### config.mk
export PLATFORM = sky130hd
export DESIGN_NAME = i2s_tx_flat
export DESIGN_NICKNAME = d
export VERILOG_FILES = /design/src/rtl/i2s_pkg.sv /design/src/rtl/i2s_tx_if.sv /design/src/rtl/i2s_tx_sample_fifo.sv /design/src/rtl/i2s_tx.sv /design/src/flat_wrapper.sv
export SDC_FILE = /design/constraint.sdc
export NUM_CORES = 1
export LEC_CHECK = 0
export BUFFER_PORTS_ARGS = -buffer_cell sky130_fd_sc_hd__buf_2
export CAP_MARGIN = 20
export CORE_ASPECT_RATIO = 1.4
export CORE_MARGIN = 2
export CORE_UTILIZATION = 64
export DETAILED_ROUTE_END_ITERATION = 7
export GPL_TIMING_DRIVEN = 0
export PLACE_DENSITY = 0.84
export SLEW_MARGIN = 20
export SYNTH_ARGS = -nofsm -noshare
export SYNTH_HDL_FRONTEND = slang
export SYNTH_HIERARCHICAL = 1
export SYNTH_SLANG_ARGS = --single-unit
### constraint.sdc
create_clock -name clk_i -period 5.4 [get_ports clk_i]
set_input_delay 0.54 -clock clk_i [delete_from_list [all_inputs] [get_ports clk_i]]
set_output_delay 0.54 -clock clk_i [all_outputs]
set_load 0.03 [all_outputs]
### src/rtl/i2s_pkg.sv
// ---------------------------------------------------------------------------
// i2s_pkg -- shared constants and types for the I2S transmitter.
//   FRAME_BITS : bit clocks per stereo frame (left + right)
//   SLOT_BITS  : bit clocks per channel slot
//   BIT_CNT_W  : width of the frame bit counter
//   SLOT_W     : width of the slot position within a channel
//   state_e    : transmitter control states
// ---------------------------------------------------------------------------
package i2s_pkg;

    localparam int FRAME_BITS = 64;
    localparam int SLOT_BITS  = 32;
    localparam int BIT_CNT_W  = $clog2(FRAME_BITS);
    localparam int SLOT_W     = $clog2(SLOT_BITS);

    typedef enum logic [0:0] {
        ST_IDLE = 1'b0,
        ST_RUN  = 1'b1
    } state_e;

endpackage

### src/rtl/i2s_tx_if.sv
// ---------------------------------------------------------------------------
// i2s_tx_if -- sample stream handshake into the I2S transmitter.
//   sample_i : signed mono sample (width_p bits)
//   valid_i  : sample_i valid
//   ready_o  : transmitter can accept; transfer on valid_i && ready_o
// Modports: master (sample source), slave (i2s_tx).
// ---------------------------------------------------------------------------
interface i2s_tx_if #(
    parameter int width_p = 24
) ();

    logic [width_p-1:0] sample_i;
    logic               valid_i;
    logic               ready_o;

    modport master (output sample_i, output valid_i, input ready_o);
    modport slave  (input sample_i, input valid_i, output ready_o);

endinterface

### src/rtl/i2s_tx_sample_fifo.sv
// ---------------------------------------------------------------------------
// sample_fifo -- small synchronous FIFO holding samples awaiting transmit.
//   clk_i, reset_i : clock, synchronous active-high reset (empties FIFO)
//   push_i, data_i : write request and data (ignored when full)
//   pop_i, data_o  : read request and head-of-queue data (ignored when empty)
//   full_o, empty_o: flags decoded from the registered occupancy
// ---------------------------------------------------------------------------
module sample_fifo #(
    parameter int width_p = 24,
    parameter int depth_p = 2
) (
    input  logic               clk_i,
    input  logic               reset_i,
    input  logic               push_i,
    input  logic [width_p-1:0] data_i,
    input  logic               pop_i,
    output logic [width_p-1:0] data_o,
    output logic               full_o,
    output logic               empty_o
);

    localparam int PTR_W = (depth_p > 1) ? $clog2(depth_p) : 1;
    localparam int CNT_W = $clog2(depth_p + 1);

    logic [width_p-1:0] mem_q [depth_p];
    logic [PTR_W-1:0]   wr_ptr_q, wr_ptr_d;
    logic [PTR_W-1:0]   rd_ptr_q, rd_ptr_d;
    logic [CNT_W-1:0]   count_q, count_d;
    logic               push_ok_s, pop_ok_s;

    function automatic logic [PTR_W-1:0] next_ptr(input logic [PTR_W-1:0] ptr);
        if (ptr == PTR_W'(depth_p - 1)) begin
            return {PTR_W{1'b0}};
        end else begin
            return ptr + PTR_W'(1);
        end
    endfunction

    assign full_o    = (count_q == CNT_W'(depth_p));
    assign empty_o   = (count_q == {CNT_W{1'b0}});
    assign push_ok_s = push_i & ~full_o;
    assign pop_ok_s  = pop_i & ~empty_o;
    assign data_o    = mem_q[rd_ptr_q];

    // Pointer and occupancy next-state; push+pop together leaves occupancy unchanged.
    always_comb begin
        wr_ptr_d = push_ok_s ? next_ptr(wr_ptr_q) : wr_ptr_q;
        rd_ptr_d = pop_ok_s  ? next_ptr(rd_ptr_q) : rd_ptr_q;
        case ({push_ok_s, pop_ok_s})
            2'b10:   count_d = count_q + CNT_W'(1);
            2'b01:   count_d = count_q - CNT_W'(1);
            default: count_d = count_q;
        endcase
    end

    // Storage, pointer and occupancy registers.
    always_ff @(posedge clk_i) begin
        if (reset_i) begin
            wr_ptr_q <= {PTR_W{1'b0}};
            rd_ptr_q <= {PTR_W{1'b0}};
            count_q  <= {CNT_W{1'b0}};
            for (int i = 0; i < depth_p; i++) begin
                mem_q[i] <= {width_p{1'b0}};
            end
        end else begin
            wr_ptr_q <= wr_ptr_d;
            rd_ptr_q <= rd_ptr_d;
            count_q  <= count_d;
            if (push_ok_s) begin
                mem_q[wr_ptr_q] <= data_i;
            end
        end
    end

endmodule

### src/rtl/i2s_tx.sv
// ---------------------------------------------------------------------------
// i2s_tx -- mono-to-stereo I2S transmitter (64 bclk per frame, 32 per slot).
//   clk_i, reset_i : clock, synchronous active-high reset
//   in_if (slave)  : sample_i / valid_i / ready_o stream handshake
//   bclk_o         : bit clock, period 2*bclk_div_p clk_i cycles
//   lrclk_o        : word select, 0 = left, 1 = right
//   sdata_o        : serial data, MSB one bclk after each lrclk edge
//   underflow_o    : one-cycle pulse when a frame starts with no sample
//   underflow_cnt_o: saturating underflow count, present only when the
//                    macro I2S_TX_UNDERFLOW_CNT_EN is defined
// ---------------------------------------------------------------------------
module i2s_tx
    import i2s_pkg::*;
#(
    parameter int width_p    = 24,
    parameter int bclk_div_p = 2
) (
    input  logic    clk_i,
    input  logic    reset_i,
    i2s_tx_if.slave in_if,
    output logic    bclk_o,
    output logic    lrclk_o,
    output logic    sdata_o,
    output logic    underflow_o
`ifdef I2S_TX_UNDERFLOW_CNT_EN
    ,
    output logic [15:0] underflow_cnt_o
`endif
);

    localparam int DIV_W = (bclk_div_p > 1) ? $clog2(bclk_div_p) : 1;
    localparam logic [DIV_W-1:0]     DIV_LAST = DIV_W'(bclk_div_p - 1);
    localparam logic [BIT_CNT_W-1:0] BIT_LAST = BIT_CNT_W'(FRAME_BITS - 1);

    state_e               state_q, state_d;
    logic [DIV_W-1:0]     div_q, div_d;
    logic                 bclk_q, bclk_d;
    logic [BIT_CNT_W-1:0] bit_cnt_q, bit_cnt_d;
    logic                 lrclk_q, lrclk_d;
    logic                 sdata_q, sdata_d;
    logic [width_p-1:0]   tx_q, tx_d;
    logic                 underflow_q, underflow_d;
    logic                 active_q;

    logic                 push_s, pop_s, full_s, empty_s, ready_s;
    logic [width_p-1:0]   fifo_data_s;
    logic [BIT_CNT_W-1:0] bit_cnt_inc_s;
    logic [SLOT_BITS-1:0] slot_word_s;
    logic [SLOT_W-1:0]    slot_idx_s;

    // active_q keeps ready low for the whole reset and releases it one edge later.
    assign ready_s      = active_q & ~full_s;
    assign in_if.ready_o = ready_s;
    assign push_s       = in_if.valid_i & ready_s;

    sample_fifo #(
        .width_p (width_p),
        .depth_p (2)
    ) u_fifo (
        .clk_i   (clk_i),
        .reset_i (reset_i),
        .push_i  (push_s),
        .data_i  (in_if.sample_i),
        .pop_i   (pop_s),
        .data_o  (fifo_data_s),
        .full_o  (full_s),
        .empty_o (empty_s)
    );

    // Slot word: bit 31 is slot 0 (always 0), then the sample MSB-first, zero padded.
    // Indexing with 31-p yields tx[width_p-p] for p in 1..width_p and 0 elsewhere.
    assign bit_cnt_inc_s = bit_cnt_q + BIT_CNT_W'(1);
    assign slot_word_s   = SLOT_BITS'(tx_q) << (SLOT_BITS - 1 - width_p);
    assign slot_idx_s    = SLOT_W'(SLOT_BITS - 1) - bit_cnt_inc_s[SLOT_W-1:0];

    // Control FSM next-state plus bit-clock, frame counter and serialiser updates.
    always_comb begin
        state_d     = state_q;
        div_d       = div_q;
        bclk_d      = bclk_q;
        bit_cnt_d   = bit_cnt_q;
        lrclk_d     = lrclk_q;
        sdata_d     = sdata_q;
        tx_d        = tx_q;
        underflow_d = 1'b0;
        pop_s       = 1'b0;
        case (state_q)
            ST_IDLE: begin
                div_d     = {DIV_W{1'b0}};
                bclk_d    = 1'b0;
                bit_cnt_d = {BIT_CNT_W{1'b0}};
                lrclk_d   = 1'b0;
                sdata_d   = 1'b0;
                if (!empty_s) begin
                    state_d = ST_RUN;
                    pop_s   = 1'b1;
                    tx_d    = fifo_data_s;
                end else begin
                    state_d = ST_IDLE;
                end
            end
            ST_RUN: begin
                if (div_q == DIV_LAST) begin
                    div_d  = {DIV_W{1'b0}};
                    bclk_d = ~bclk_q;
                    // bclk high -> low: advance the frame and present the next bit.
                    if (bclk_q) begin
                        bit_cnt_d = bit_cnt_inc_s;
                        lrclk_d   = bit_cnt_inc_s[BIT_CNT_W-1];
                        sdata_d   = slot_word_s[slot_idx_s];
                        if (bit_cnt_q == BIT_LAST) begin
                            if (!empty_s) begin
                                pop_s = 1'b1;
                                tx_d  = fifo_data_s;
                            end else begin
                                tx_d        = {width_p{1'b0}};
                                underflow_d = 1'b1;
                            end
                        end else begin
                            tx_d = tx_q;
                        end
                    end else begin
                        bit_cnt_d = bit_cnt_q;
                    end
                end else begin
                    div_d = div_q + DIV_W'(1);
                end
            end
            default: begin
                state_d = ST_IDLE;
            end
        endcase
    end

    // State and output registers; reset abandons any frame in progress.
    always_ff @(posedge clk_i) begin
        if (reset_i) begin
            state_q     <= ST_IDLE;
            div_q       <= {DIV_W{1'b0}};
            bclk_q      <= 1'b0;
            bit_cnt_q   <= {BIT_CNT_W{1'b0}};
            lrclk_q     <= 1'b0;
            sdata_q     <= 1'b0;
            tx_q        <= {width_p{1'b0}};
            underflow_q <= 1'b0;
            active_q    <= 1'b0;
        end else begin
            state_q     <= state_d;
            div_q       <= div_d;
            bclk_q      <= bclk_d;
            bit_cnt_q   <= bit_cnt_d;
            lrclk_q     <= lrclk_d;
            sdata_q     <= sdata_d;
            tx_q        <= tx_d;
            underflow_q <= underflow_d;
            active_q    <= 1'b1;
        end
    end

    assign bclk_o      = bclk_q;
    assign lrclk_o     = lrclk_q;
    assign sdata_o     = sdata_q;
    assign underflow_o = underflow_q;

`ifdef I2S_TX_UNDERFLOW_CNT_EN
    logic [15:0] uf_cnt_q;

    // Saturating count of underflow pulses, stepped on the same edge as the pulse.
    always_ff @(posedge clk_i) begin
        if (reset_i) begin
            uf_cnt_q <= 16'h0000;
        end else if (underflow_d && (uf_cnt_q != 16'hFFFF)) begin
            uf_cnt_q <= uf_cnt_q + 16'h0001;
        end else begin
            uf_cnt_q <= uf_cnt_q;
        end
    end

    assign underflow_cnt_o = uf_cnt_q;
`endif

endmodule
### src/flat_wrapper.sv
// flat-port wrapper written by rule: the top's interface ports become plain ports
module i2s_tx_flat import i2s_pkg::*;
#(
    parameter int width_p    = 24,
    parameter int bclk_div_p = 2
)
  (clk_i, reset_i, bclk_o, lrclk_o, sdata_o, underflow_o, in_if_sample_i, in_if_valid_i, in_if_ready_o);
  i2s_tx_if #(.width_p(width_p)) in_if_i ();
  input  logic clk_i;
  input  logic reset_i;
  output logic bclk_o;
  output logic lrclk_o;
  output logic sdata_o;
  output logic underflow_o;
  input wire logic [$bits(in_if_i.sample_i)-1:0] in_if_sample_i;
  input wire logic [$bits(in_if_i.valid_i)-1:0] in_if_valid_i;
  output wire logic [$bits(in_if_i.ready_o)-1:0] in_if_ready_o;
  assign in_if_i.sample_i = in_if_sample_i;
  assign in_if_i.valid_i = in_if_valid_i;
  assign in_if_ready_o = in_if_i.ready_o;
  i2s_tx #(.width_p(width_p), .bclk_div_p(bclk_div_p)) u_core (.clk_i(clk_i), .reset_i(reset_i), .in_if(in_if_i), .bclk_o(bclk_o), .lrclk_o(lrclk_o), .sdata_o(sdata_o), .underflow_o(underflow_o));
endmodule
==> impl_metrics.csv <==
group,metric,value,unit
status,status,"finished clean",
clock_network,cts_tree,"built",
drt,ant_nets,0,
timing,final.setup_skew,0.009411,ns
synth,synthMuxAreaShare,9.463,%
layout,nets,420,
worst_setup_path,cp.arrival,3.13,ns
power_and_ir_drop,p_sw,0.0003975,W
layout,register_area,2262,sq um
drt,first_iter_violations,212,
worst_setup_path,end_kind,"flip-flop",
timing,hold_viol,0,
grt,track_usage,23.73,%
synth,yosys_warnings,6,
clock_network,cts.clk_slew.worst_paths,0.08,ns
layout,antenna_cells,0,
timing,fmax,352.3,MHz
grt,first_global_vias,2603,
drt,wirelength,7.461,mm
die,dieArea,6765,sq um
synth,synth_top_family_by_area,"simple AND/OR/NAND/NOR gates",
timing,final_max_slew_viol_count,0,
worst_setup_path,cp_num_buf_inv,1,
layout,drive_gt1_share,23.23,%
drt,route.detailed.drc,0,
timing,finalCritPeriodShare,52.56,%
worst_setup_path,setup.worst_path.start_class,"flip-flop",
timing,setup_tns,0,ns
die,die_w,70.09,microns
worst_setup_path,max_stage_delay,0.47,ns
run,maxCapViolations,0,
timing,maxSlewHeadroom,58.68,%
clock_network,cts_buffer_depth,2,
synth,avgSynthCellArea,11.21,sq um
worst_setup_path,cp_data_required_time,5.69,ns
clock_network,clk_latency,0.36,ns
layout,multiInputGateArea,1508,sq um
drt,routedWlPerCell,16.01,microns
clock_network,cts-root-buf,"clkbuf_8",
die,rows,33,
place,dp.cells,450,
synth,syn_inst,349,
synth,syn-cell-area,3914,sq um
grt,grt_pass1_wl,12.12,mm
power_and_ir_drop,p_clk_share,31.2,%
place,place_congestion,0.8574,
timing,finalCriticalPeriod,2.838,ns
die,initial_core_util,66.29,%
clock_network,hold_buffers,0,
worst_setup_path,crit_top_cell,"ha_1",
grt,grt_max_degree,25,
power_and_ir_drop,internal-power,0.001136,W
synth,synth_seq_cells,89,
power_and_ir_drop,seqPwrFrac,52.2,%
layout,final_cells,466,
timing,worstMarginPinSlew,0.6197,ns
power_and_ir_drop,power,0.001533,W
synth,synthXorXnorAreaFrac,3.613,%
timing,setup-violations-final,0,
worst_setup_path,cp_max_fo,10,
worst_setup_path,crit_chain,"ha_1, and3_1, nand3_1, a21oi_2, buf_4, o21a_1, ha_1, or3_1, a21oi_1",
drt,first_pass_iters,4,
worst_hold_path,hp-class,"input pin to flip-flop",
layout,final_core_util,74.10,%
synth,synth-main-ff-cell,"edfxtp_1",
clock_network,htree_num_levels,3,
clock_network,postCtsSetupRepairBufs,0,
layout,n_fill_cell,407,
worst_setup_path,critPathKind,"flip-flop to flip-flop",
die,io_pins,32,
worst_setup_path,cpMaxStageDelayCell,"dfxtp_1",
die,core,5904,sq um
drt,dr_total_vias,2678,
power_and_ir_drop,p_sw_share,25.93,%
synth,synth-simple-area-share,17.55,%
place,hpwl,5.312,mm
synth,synth_fp_nets,378,
synth,ys_seq_area_share,57.80,%
grt,antenna_found_initial,0,
drt,via_per_inst,5.747,
timing,rsz0062_at_grt,"no",
synth,ys_async_sr_fraction,0,%
power_and_ir_drop,p_comb_share,16.6,%
synth,synth_fa_ha_area_share,0.6394,%
power_and_ir_drop,power_density,350.4,nW/um^2
synth,synth-compound-area-share,7.129,%
clock_network,clock-sinks,89,
worst_setup_path,critical-path-top-delay-family,"simple AND/OR/NAND/NOR gates",
clock_network,cts_inserted_buffers,9,
synth,netlist-cell-type-count,39,
grt,grt_overflow,0,
power_and_ir_drop,irDropWorstVdd,0.2203,mV
power_and_ir_drop,leakagePower,1.622,nW
synth,synth_edf_count,48,
place,portBuffers,31,
clock_network,cts_resized,0,
layout,syn2layout_area_growth,11.80,%
die,dieHeight,96.53,microns
[state kept, by name (all words and copies together) (netlist names), named ones only]
| signal | flops |
|---|---|
| u_core/active_q | 1 |
| u_core/bclk_o | 1 |
| u_core/bit_cnt_q | 6 |
| u_core/div_q | 1 |
| u_core/sdata_o | 1 |
| u_core/state_q | 1 |
| u_core/tx_q | 24 |
| u_core/u_fifo/count_q | 2 |
| u_core/u_fifo/mem_q | 48 |
| u_core/u_fifo/rd_ptr_q | 1 |
| u_core/u_fifo/wr_ptr_q | 1 |
| u_core/underflow_o | 1 |
[cell type report]
class / instances / area share [%]
multi-input combinational: 232 / 34.46
sequential: 89 / 51.70
buffer: 24 / 3.060
inverter: 4 / 0.3432
clock buffer: 12 / 3.803
timing repair buffer: 31 / 3.546
tap: 70 / 2.002
clock inverter: 4 / 1.087
[layer usage]
metal  vias up  GRT usage [%]  share of wire (%)
li1       1310              -                  -
met1      1294          26.83                 42
met2        63          44.68                 53
met3        11          3.942                3.2
met4         0          9.615                1.8
met5         -              0                  0
[tightest hold or removal path: stages]
cell      delay (ns)
buf_2           0.07
nand2b_1        0.06
nor2_1          0.08
[logic make-up (layout without fill, tap and decap cells)]
kind of cell / count (synthesis) / count (layout)
and+or+nand+nor: 148 / 148
DFF: 89 / 89
AOI/OAI and AO/OA: 39 / 39
muxes: 29 / 29
buffers and inverters: 28 / 75
xor gates and xnor gates: 14 / 14
adders and majority gates: 2 / 2
[cells in the final DEF, fill, tap and decap left out, drive strengths merged, types with 2 or more instances in the layout]
| cell | n |
|---|---|
| xnor2 | 8 |
| and2 | 2 |
| edfxtp | 48 |
| ha | 2 |
| mux2 | 24 |
| nand4 | 4 |
| dfxtp | 41 |
| and3 | 4 |
| nand4b | 2 |
| a22oi | 24 |
| o21ai | 3 |
| a21oi | 6 |
| a31oi | 2 |
| buf | 41 |
| or3 | 2 |
| nand2b | 27 |
| nor2 | 85 |
| xor2 | 6 |
| inv | 6 |
| nand2 | 13 |
| clkbuf | 26 |
| nand3 | 5 |
| mux4 | 4 |
[power by group through the flow]
stage	registers (W)	clock network, W	logic [W]
global placement	0.000812	0	0.000243
global route	0.000807	0.000508	0.000279
detailed placement	0.000816	0	0.000252
finish	0.000801	0.000478	0.000254
CTS	0.000801	0.000484	0.000255
floorplan	0.000806	0	0.000192
[stage by stage]
step / area (sq um) / setup slack (ns) / hold WS [ns]
final: 4375 / 2.562 / 0.5043
after global routing: 4375 / 2.381 / 0.5219
after CTS: 4370 / 2.559 / 0.4993
after detailed placement: 4156 / 2.590 / 0.4880
after global placement: 4156 / 2.648 / 0.4573
after floorplan: 3914 / 2.619 / 0.4408
[synthesized netlist by cell type (3+ instances only)]
cell | count | area (sq um)
mux4_2 | 4 | 90.09
nand2b_1 | 26 | 162.7
xor2_1 | 6 | 52.55
clkbuf_1 | 13 | 48.80
a22oi_1 | 24 | 180.2
inv_1 | 3 | 11.26
and3_1 | 4 | 25.02
nand4_1 | 4 | 25.02
buf_2 | 4 | 20.02
nand3_1 | 5 | 25.02
o21ai_0 | 3 | 15.01
a21oi_1 | 4 | 20.02
xnor2_1 | 7 | 61.31
edfxtp_1 | 48 | 1441
nand2_1 | 13 | 48.80
buf_6 | 4 | 45.04
mux2_2 | 24 | 270.3
dfxtp_1 | 41 | 820.8
nor2_1 | 85 | 319.1
[worst paths after layout]
check	endpoint	start	slack, ns	cells after the start
max	u_core/u_fifo/count_q[1]	u_core/bit_cnt_q[0]	2.56	9
min	u_core/u_fifo/mem_q[1][14]	in_if_sample_i[14]	0.50	3
max reg2reg	u_core/u_fifo/count_q[1]	u_core/bit_cnt_q[0]	2.56	9
min reg2reg	u_core/tx_q[2]	u_core/tx_q[2]	0.51	2
Note: power is estimated with default switching activity, not from simulation.
